[src/rtl/load_store_unit.sv]
// -----------------------------------------------------------------------------
// load_store_unit
//   Connects the core's load/store requests to a word-only data memory. It adds
//   sub-word loads (LB/LBU/LH/LHU) with sign/zero extension, and sub-word
//   stores (SB/SH) by read-modify-write. It also checks alignment, address
//   range and opcode legality. The core sees a Req/Ready/Done handshake.
//
// Ports
//   i_clk               system clock, rising edge
//   i_rst_n             asynchronous active-low reset
//   i_req               access request, accepted when i_req & o_ready at an edge
//   i_is_store          1 = store, 0 = load
//   i_op[2:0]           000 byte, 001 half, 010 word, 100 byte-u, 101 half-u
//   i_addr[31:0]        byte address
//   i_store_data[31:0]  store data (low byte/half used for SB/SH)
//   o_ready             unit idle, can accept
//   o_done              one-cycle completion pulse
//   o_fault             valid with o_done: misaligned, out of range or illegal
//   o_load_data[31:0]   load result, held until the next load completes
//   o_mem_address[31:0] word address to data memory (0 while idle)
//   o_mem_write_data    word to write (0 outside the write cycle)
//   o_mem_write_enable  data memory write strobe, decoded from state only
//   i_mem_read_data     combinational read data from data memory
// -----------------------------------------------------------------------------
module load_store_unit #(
    parameter int unsigned MEM_BYTES = 1024
) (
    input  logic        i_clk,
    input  logic        i_rst_n,
    input  logic        i_req,
    input  logic        i_is_store,
    input  logic [2:0]  i_op,
    input  logic [31:0] i_addr,
    input  logic [31:0] i_store_data,
    output logic        o_ready,
    output logic        o_done,
    output logic        o_fault,
    output logic [31:0] o_load_data,
    output logic [31:0] o_mem_address,
    output logic [31:0] o_mem_write_data,
    output logic        o_mem_write_enable,
    input  logic [31:0] i_mem_read_data
);

    typedef enum logic [2:0] {
        S_IDLE,
        S_LOAD,
        S_MERGE,
        S_WRITE,
        S_DONE
    } state_t;

    state_t      r_state;
    state_t      w_next_state;

    logic [2:0]  r_op;
    logic        r_store;
    logic [31:0] r_addr;
    logic [31:0] r_sdata;
    logic        r_fault;
    logic [31:0] r_merged;
    logic [31:0] r_load_data;

    logic        w_accept;
    logic        w_op_illegal;
    logic        w_misaligned;
    logic        w_out_of_range;
    logic        w_store_unsigned;
    logic        w_fault;
    logic [7:0]  w_byte_lane;
    logic [15:0] w_half_lane;
    logic [31:0] w_load_result;
    logic [31:0] w_merged;

    // ------------------------------------------------------------------------
    // Request decode (evaluated on the raw inputs, used only at accept)
    // ------------------------------------------------------------------------
    assign w_accept         = i_req && (r_state == S_IDLE);
    assign w_op_illegal     = (i_op == 3'b011) || (i_op[2:1] == 2'b11);
    assign w_misaligned     = ((i_op[1:0] == 2'b01) && i_addr[0]) ||
                              ((i_op[1:0] == 2'b10) && (i_addr[1:0] != 2'b00));
    assign w_out_of_range   = (i_addr >= 32'(MEM_BYTES));
    // Unsigned variants only make sense for loads.
    assign w_store_unsigned = i_is_store && i_op[2];
    assign w_fault          = w_op_illegal || w_misaligned ||
                              w_out_of_range || w_store_unsigned;

    // ------------------------------------------------------------------------
    // FSM: state register
    // ------------------------------------------------------------------------
    // NOTE: sequential state uses non-blocking (<=) so every flop samples the
    // pre-edge values regardless of block ordering.
    always_ff @(posedge i_clk or negedge i_rst_n) begin
        if (!i_rst_n) begin
            r_state <= S_IDLE;
        end else begin
            r_state <= w_next_state;
        end
    end

    // ------------------------------------------------------------------------
    // FSM: next-state logic
    // ------------------------------------------------------------------------
    // NOTE: the default assignment at the top keeps this block latch-free even
    // when a case arm does not assign the output.
    always_comb begin
        w_next_state = r_state;
        unique case (r_state)
            S_IDLE: begin
                if (w_accept) begin
                    if (w_fault)                  w_next_state = S_DONE;
                    else if (!i_is_store)         w_next_state = S_LOAD;
                    else if (i_op[1:0] == 2'b10)  w_next_state = S_WRITE;
                    else                          w_next_state = S_MERGE;
                end
            end
            S_LOAD:  w_next_state = S_DONE;
            S_MERGE: w_next_state = S_WRITE;
            S_WRITE: w_next_state = S_DONE;
            S_DONE:  w_next_state = S_IDLE;
            default: w_next_state = S_IDLE;
        endcase
    end

    // ------------------------------------------------------------------------
    // FSM: outputs, decoded from the state register only
    // ------------------------------------------------------------------------
    always_comb begin
        o_ready            = (r_state == S_IDLE);
        o_done             = (r_state == S_DONE);
        o_fault            = (r_state == S_DONE) && r_fault;
        o_mem_write_enable = (r_state == S_WRITE);
        o_mem_address      = (r_state == S_IDLE) ? 32'd0 : {r_addr[31:2], 2'b00};
        o_mem_write_data   = 32'd0;
        if ((r_state == S_WRITE) && r_store) begin
            o_mem_write_data = (r_op[1:0] == 2'b10) ? r_sdata : r_merged;
        end
    end

    assign o_load_data = r_load_data;

    // ------------------------------------------------------------------------
    // Load lane extraction (little-endian: byte n lives at bits [8n+7:8n])
    // ------------------------------------------------------------------------
    always_comb begin
        w_byte_lane = i_mem_read_data[7:0];
        unique case (r_addr[1:0])
            2'd0: w_byte_lane = i_mem_read_data[7:0];
            2'd1: w_byte_lane = i_mem_read_data[15:8];
            2'd2: w_byte_lane = i_mem_read_data[23:16];
            2'd3: w_byte_lane = i_mem_read_data[31:24];
            default: w_byte_lane = i_mem_read_data[7:0];
        endcase
        w_half_lane = r_addr[1] ? i_mem_read_data[31:16] : i_mem_read_data[15:0];

        w_load_result = i_mem_read_data;
        unique case (r_op)
            3'b000:  w_load_result = {{24{w_byte_lane[7]}}, w_byte_lane};
            3'b001:  w_load_result = {{16{w_half_lane[15]}}, w_half_lane};
            3'b100:  w_load_result = {24'd0, w_byte_lane};
            3'b101:  w_load_result = {16'd0, w_half_lane};
            default: w_load_result = i_mem_read_data;
        endcase
    end

    // ------------------------------------------------------------------------
    // Store merge: replace only the addressed lanes, keep the rest bit-exact
    // ------------------------------------------------------------------------
    always_comb begin
        w_merged = i_mem_read_data;
        if (r_op[1:0] == 2'b00) begin
            unique case (r_addr[1:0])
                2'd0: w_merged[7:0]   = r_sdata[7:0];
                2'd1: w_merged[15:8]  = r_sdata[7:0];
                2'd2: w_merged[23:16] = r_sdata[7:0];
                2'd3: w_merged[31:24] = r_sdata[7:0];
                default: w_merged = i_mem_read_data;
            endcase
        end else if (r_addr[1]) begin
            w_merged[31:16] = r_sdata[15:0];
        end else begin
            w_merged[15:0]  = r_sdata[15:0];
        end
    end

    // ------------------------------------------------------------------------
    // Captured request, merge buffer and load result
    // ------------------------------------------------------------------------
    // NOTE: every datapath register is cleared by reset so that a reset in the
    // middle of an access leaves no stale request behind.
    always_ff @(posedge i_clk or negedge i_rst_n) begin
        if (!i_rst_n) begin
            r_op        <= 3'd0;
            r_store     <= 1'b0;
            r_addr      <= 32'd0;
            r_sdata     <= 32'd0;
            r_fault     <= 1'b0;
            r_merged    <= 32'd0;
            r_load_data <= 32'd0;
        end else begin
            if (w_accept) begin
                r_op    <= i_op;
                r_store <= i_is_store;
                r_addr  <= i_addr;
                r_sdata <= i_store_data;
                r_fault <= w_fault;
            end
            if (r_state == S_LOAD) begin
                r_load_data <= w_load_result;
            end
            if (r_state == S_MERGE) begin
                r_merged <= w_merged;
            end
        end
    end

endmodule

[config.mk]
export PLATFORM = sky130hd
export DESIGN_NAME = load_store_unit
export DESIGN_NICKNAME = d
export VERILOG_FILES = /design/src/rtl/load_store_unit.sv
export SDC_FILE = /design/constraint.sdc
export NUM_CORES = 1
export LEC_CHECK = 0
export CORE_MARGIN = 1.5
export CORE_UTILIZATION = 49
export CTS_BUF_LIST = sky130_fd_sc_hd__clkbuf_4 sky130_fd_sc_hd__clkbuf_8
export CTS_CLUSTER_DIAMETER = 30
export DETAILED_ROUTE_END_ITERATION = 10
export PLACE_DENSITY = 0.92
export SLEW_MARGIN = 0
export SYNTH_ARGS = -nofsm -noshare
export SYNTH_HDL_FRONTEND = slang
export SYNTH_SLANG_ARGS = --single-unit
[constraint.sdc]
create_clock -name i_clk -period 2.01 [get_ports i_clk]
set_input_delay 0.402 -clock i_clk [delete_from_list [all_inputs] [get_ports i_clk]]
set_output_delay 0.402 -clock i_clk [all_outputs]
set_load 0.005 [all_outputs]
==> reports/metrics.csv <==
metric,value,unit
failing checks,negative setup slack,
Final ANT Viol Nets,0,
actual slew at the worst max-slew pin,649,ps
Final Util,73.6,%
Port Buffers,200,
WP data arrival,1810,ps
Critical Path Source Type,flop,
placed insts,1198,
die area,14800,µm²
Crit. End Element,output port,
Vias,7229,
cell area after synthesis,6910,µm²
Max rail drop VDD,0.000495,V
WL final,23900,µm
status,"complete, but fails checks",
initial core utilization,50.0,%
maximum fanout along the worst path,8,
final net count,1164,
"Seq/Total Area, Yosys",49.3,%
dpl hpwl,15800,µm
clk slew on worst S/H paths,70,ps
DRC Markers,0,
Synth Warn #,0,
Period minus WS final,2220,ps
relative slew slack,56.7,%
Final Skew,11.0,ps
DRT iter0 DRCs,746,
RSZ-0062 raised after global routing,yes,
first-pass GRT wire length,35200,µm
Final Non-Filler Cells,1254,
synth top area cells,"dfrtp_1 (49%), nand2_1 (18%), o21ai_0 (4.0%)",
Yosys top cell by area,dfrtp_1,
final setup fails,65,
Final Max Slew Viols,0,
Fin Setup TNS,-9290,ps
min-delay worst type,primary input to asynchronous set/reset pin,
Synth async-reset ratio,100,%
clk_lat worst skew,460,ps
largest family of logic cells by synthesized area,simple AND/OR/NAND/NOR gates,
ANT cells,0,
post-synthesis xor/xnor area fraction,0,%
Leak,4.97,nW
Final WS setup,-205,ps
global route overflow,0,
proportion of synthesized area in mux cells,3.95,%
Required @ worst endpoint,1610,ps
drt wl/cell,19.1,µm
Clock Tree Root,clkbuf_8,
post-synthesis cell count,828,
pre-CTS WS,-170,ps
synthesis-stage register bit count,136,
Power Total,7.17,mW
Syn-to-layout area delta,47.4,%
die width,122,µm
fin crit share,110,%
vias in the first global route,6893,
via/cell ratio,5.76,
clock buffer depth,2,
CTS Sinks,136,
MaxCap Viol Count,0,
syn avg cell area,8.34,µm²
Post-Synth Adder-Cell Area,0,%
Simple-Gate Fraction of Synth Area,30.3,%
gr usage total,31.2,%
"EDFF count, synth",0,
TritonCTS Buffers,17,
TritonCTS clock tree,built,
fraction of layout instances using a drive strength above 1,24.7,%
DR pass1 iterations,7,
post-synthesis compound-gate area fraction,12.3,%
critical path class,flop to output port,
synth unique cells,45,
Final GP Congestion,0.888,
share of the synthesized area in the top cell type,49.3,%
"Top FF cell, synth",dfrtp_1,
Hold Fails Final Rpt,0,
die span in y,122,µm
CTS H-Tree Depth,4,
Pwr per Cell Area,705,nW/µm²
initial antenna violation count,0,
IO Pins,203,
Peak Freq,0.451,GHz
largest net degree at the start of global routing,65,
Core ar.,13800,µm²
row count,43,
[report_power, final]
part	internal (mW)	switching [mW]	leakage, nW
combinational	0.727	0.846	3.21
sequential	2.91	0.166	1.53
clock	1.48	1.04	0.234
total	5.12	2.05	4.97
[cell usage after synthesis (2+ instances only)]
library cell,instances
nand2_1,335
dfrtp_1,136
o21ai_0,55
a21oi_1,43
clkbuf_1,37
nor2b_1,33
nand3_1,22
buf_2,16
mux2i_1,16
o2bb2ai_1,16
nand3_2,10
a31oi_1,9
nand3b_1,9
mux2_2,8
nor3_1,8
or4b_2,8
nor2_1,7
o221a_2,7
or2_2,7
nor4_1,6
inv_1,4
nand2b_1,4
buf_1,3
buf_4,3
a21oi_2,2
a41oi_1,2
and2_1,2
nor3b_1,2
or4_1,2
[cell usage in the layout, fill, tap and decap left out, types with 10 or more instances in the layout]
master / Yosys / routed
a21oi_1: 43 / 11
a21oi_2: 2 / 24
a21oi_4: 0 / 10
buf_12: 0 / 11
buf_2: 16 / 29
buf_4: 3 / 44
buf_6: 1 / 20
clkbuf_2: 1 / 28
clkbuf_8: 0 / 20
clkdlybuf4s50_1: 0 / 133
dfrtp_1: 136 / 136
mux2i_1: 16 / 16
nand2_1: 335 / 333
nand3_1: 22 / 22
nand3_2: 10 / 10
nor2b_1: 33 / 24
o21ai_0: 55 / 55
o2bb2ai_1: 16 / 16
[stage by stage]
step / hold WS [ps] / instance area [µm²]
6_report: 458 / 10200
5_1_grt: 466 / 10200
4_1_cts: 443 / 9920
3_5_place_dp: 383 / 9360
3_3_place_gp: 381 / 9360
2_1_floorplan: 106 / 6910
[routing by layer]
| layer | track usage (%) | wire length [µm] | vias to the layer above |
|---|---|---|---|
| met3 | 8.90 | 2650 | 104 |
| met5 | 0 | 0 | - |
| met1 | 37.8 | 8660 | 3391 |
| li1 | - | - | 3231 |
| met2 | 50.7 | 11500 | 503 |
| met4 | 16.1 | 1110 | 0 |
[layout make-up]
class / count / area, µm²
well taps: 180 / 225
fillers: 934 / 3650
clock inverters: 9 / 145
multi-input cells: 628 / 3530
clock buffers: 23 / 298
inverters: 4 / 15.0
flip-flops and latches: 136 / 3400
repair buffers: 274 / 2570
[timing repair]
action                                  CTS  global route
pin swaps                                 2             4
hold endpoints to repair                 47             0
cloned                                    1             5
resized for setup                       121           187
hold buffers                              1             0
endpoints found under the setup margin   66            89
setup buffers                             4            13
[worst max-delay path, cell delays in order, from the launching register on]
cell            delay, ps
dfrtp_1               380
inv_2                  60
nor3b_4               220
nand2_2               100
buf_6                 140
buf_12                150
a21oi_4               150
dlymetal6s2s_1        150
[cells by family after synthesis]
family,after synthesis
compound gates,140
buf+inv,65
flops,136
mux,25
other cells,1
simple gates,461
[registers in the layout, summed over array words and instances (netlist names)]
name         count
r_merged        32
r_fault          1
r_sdata         32
r_addr          32
o_load_data     32
r_state          3
r_op             3
r_store          1
[path summary, 6_finish.rpt]
path / start / to / slack (ps) / depth (start not counted)
max: r_state[0]$_DFFE_PN0P_ / o_mem_write_data[7] / -210 / 7
max in group asynchronous: i_rst_n / r_merged[3]$_DFFE_PN0P_ / 860 / 3
min reg2reg: r_addr[16]$_DFFE_PN0P_ / r_addr[16]$_DFFE_PN0P_ / 470 / 2
min: i_rst_n / r_addr[23]$_DFFE_PN0P_ / 460 / 2
min in group i_clk: i_store_data[22] / r_sdata[22]$_DFFE_PN0P_ / 470 / 3
max reg2reg: r_state[1]$_DFFE_PN0P_ / r_sdata[16]$_DFFE_PN0P_ / 70 / 10
Note: power is estimated with default switching activity, not from simulation.
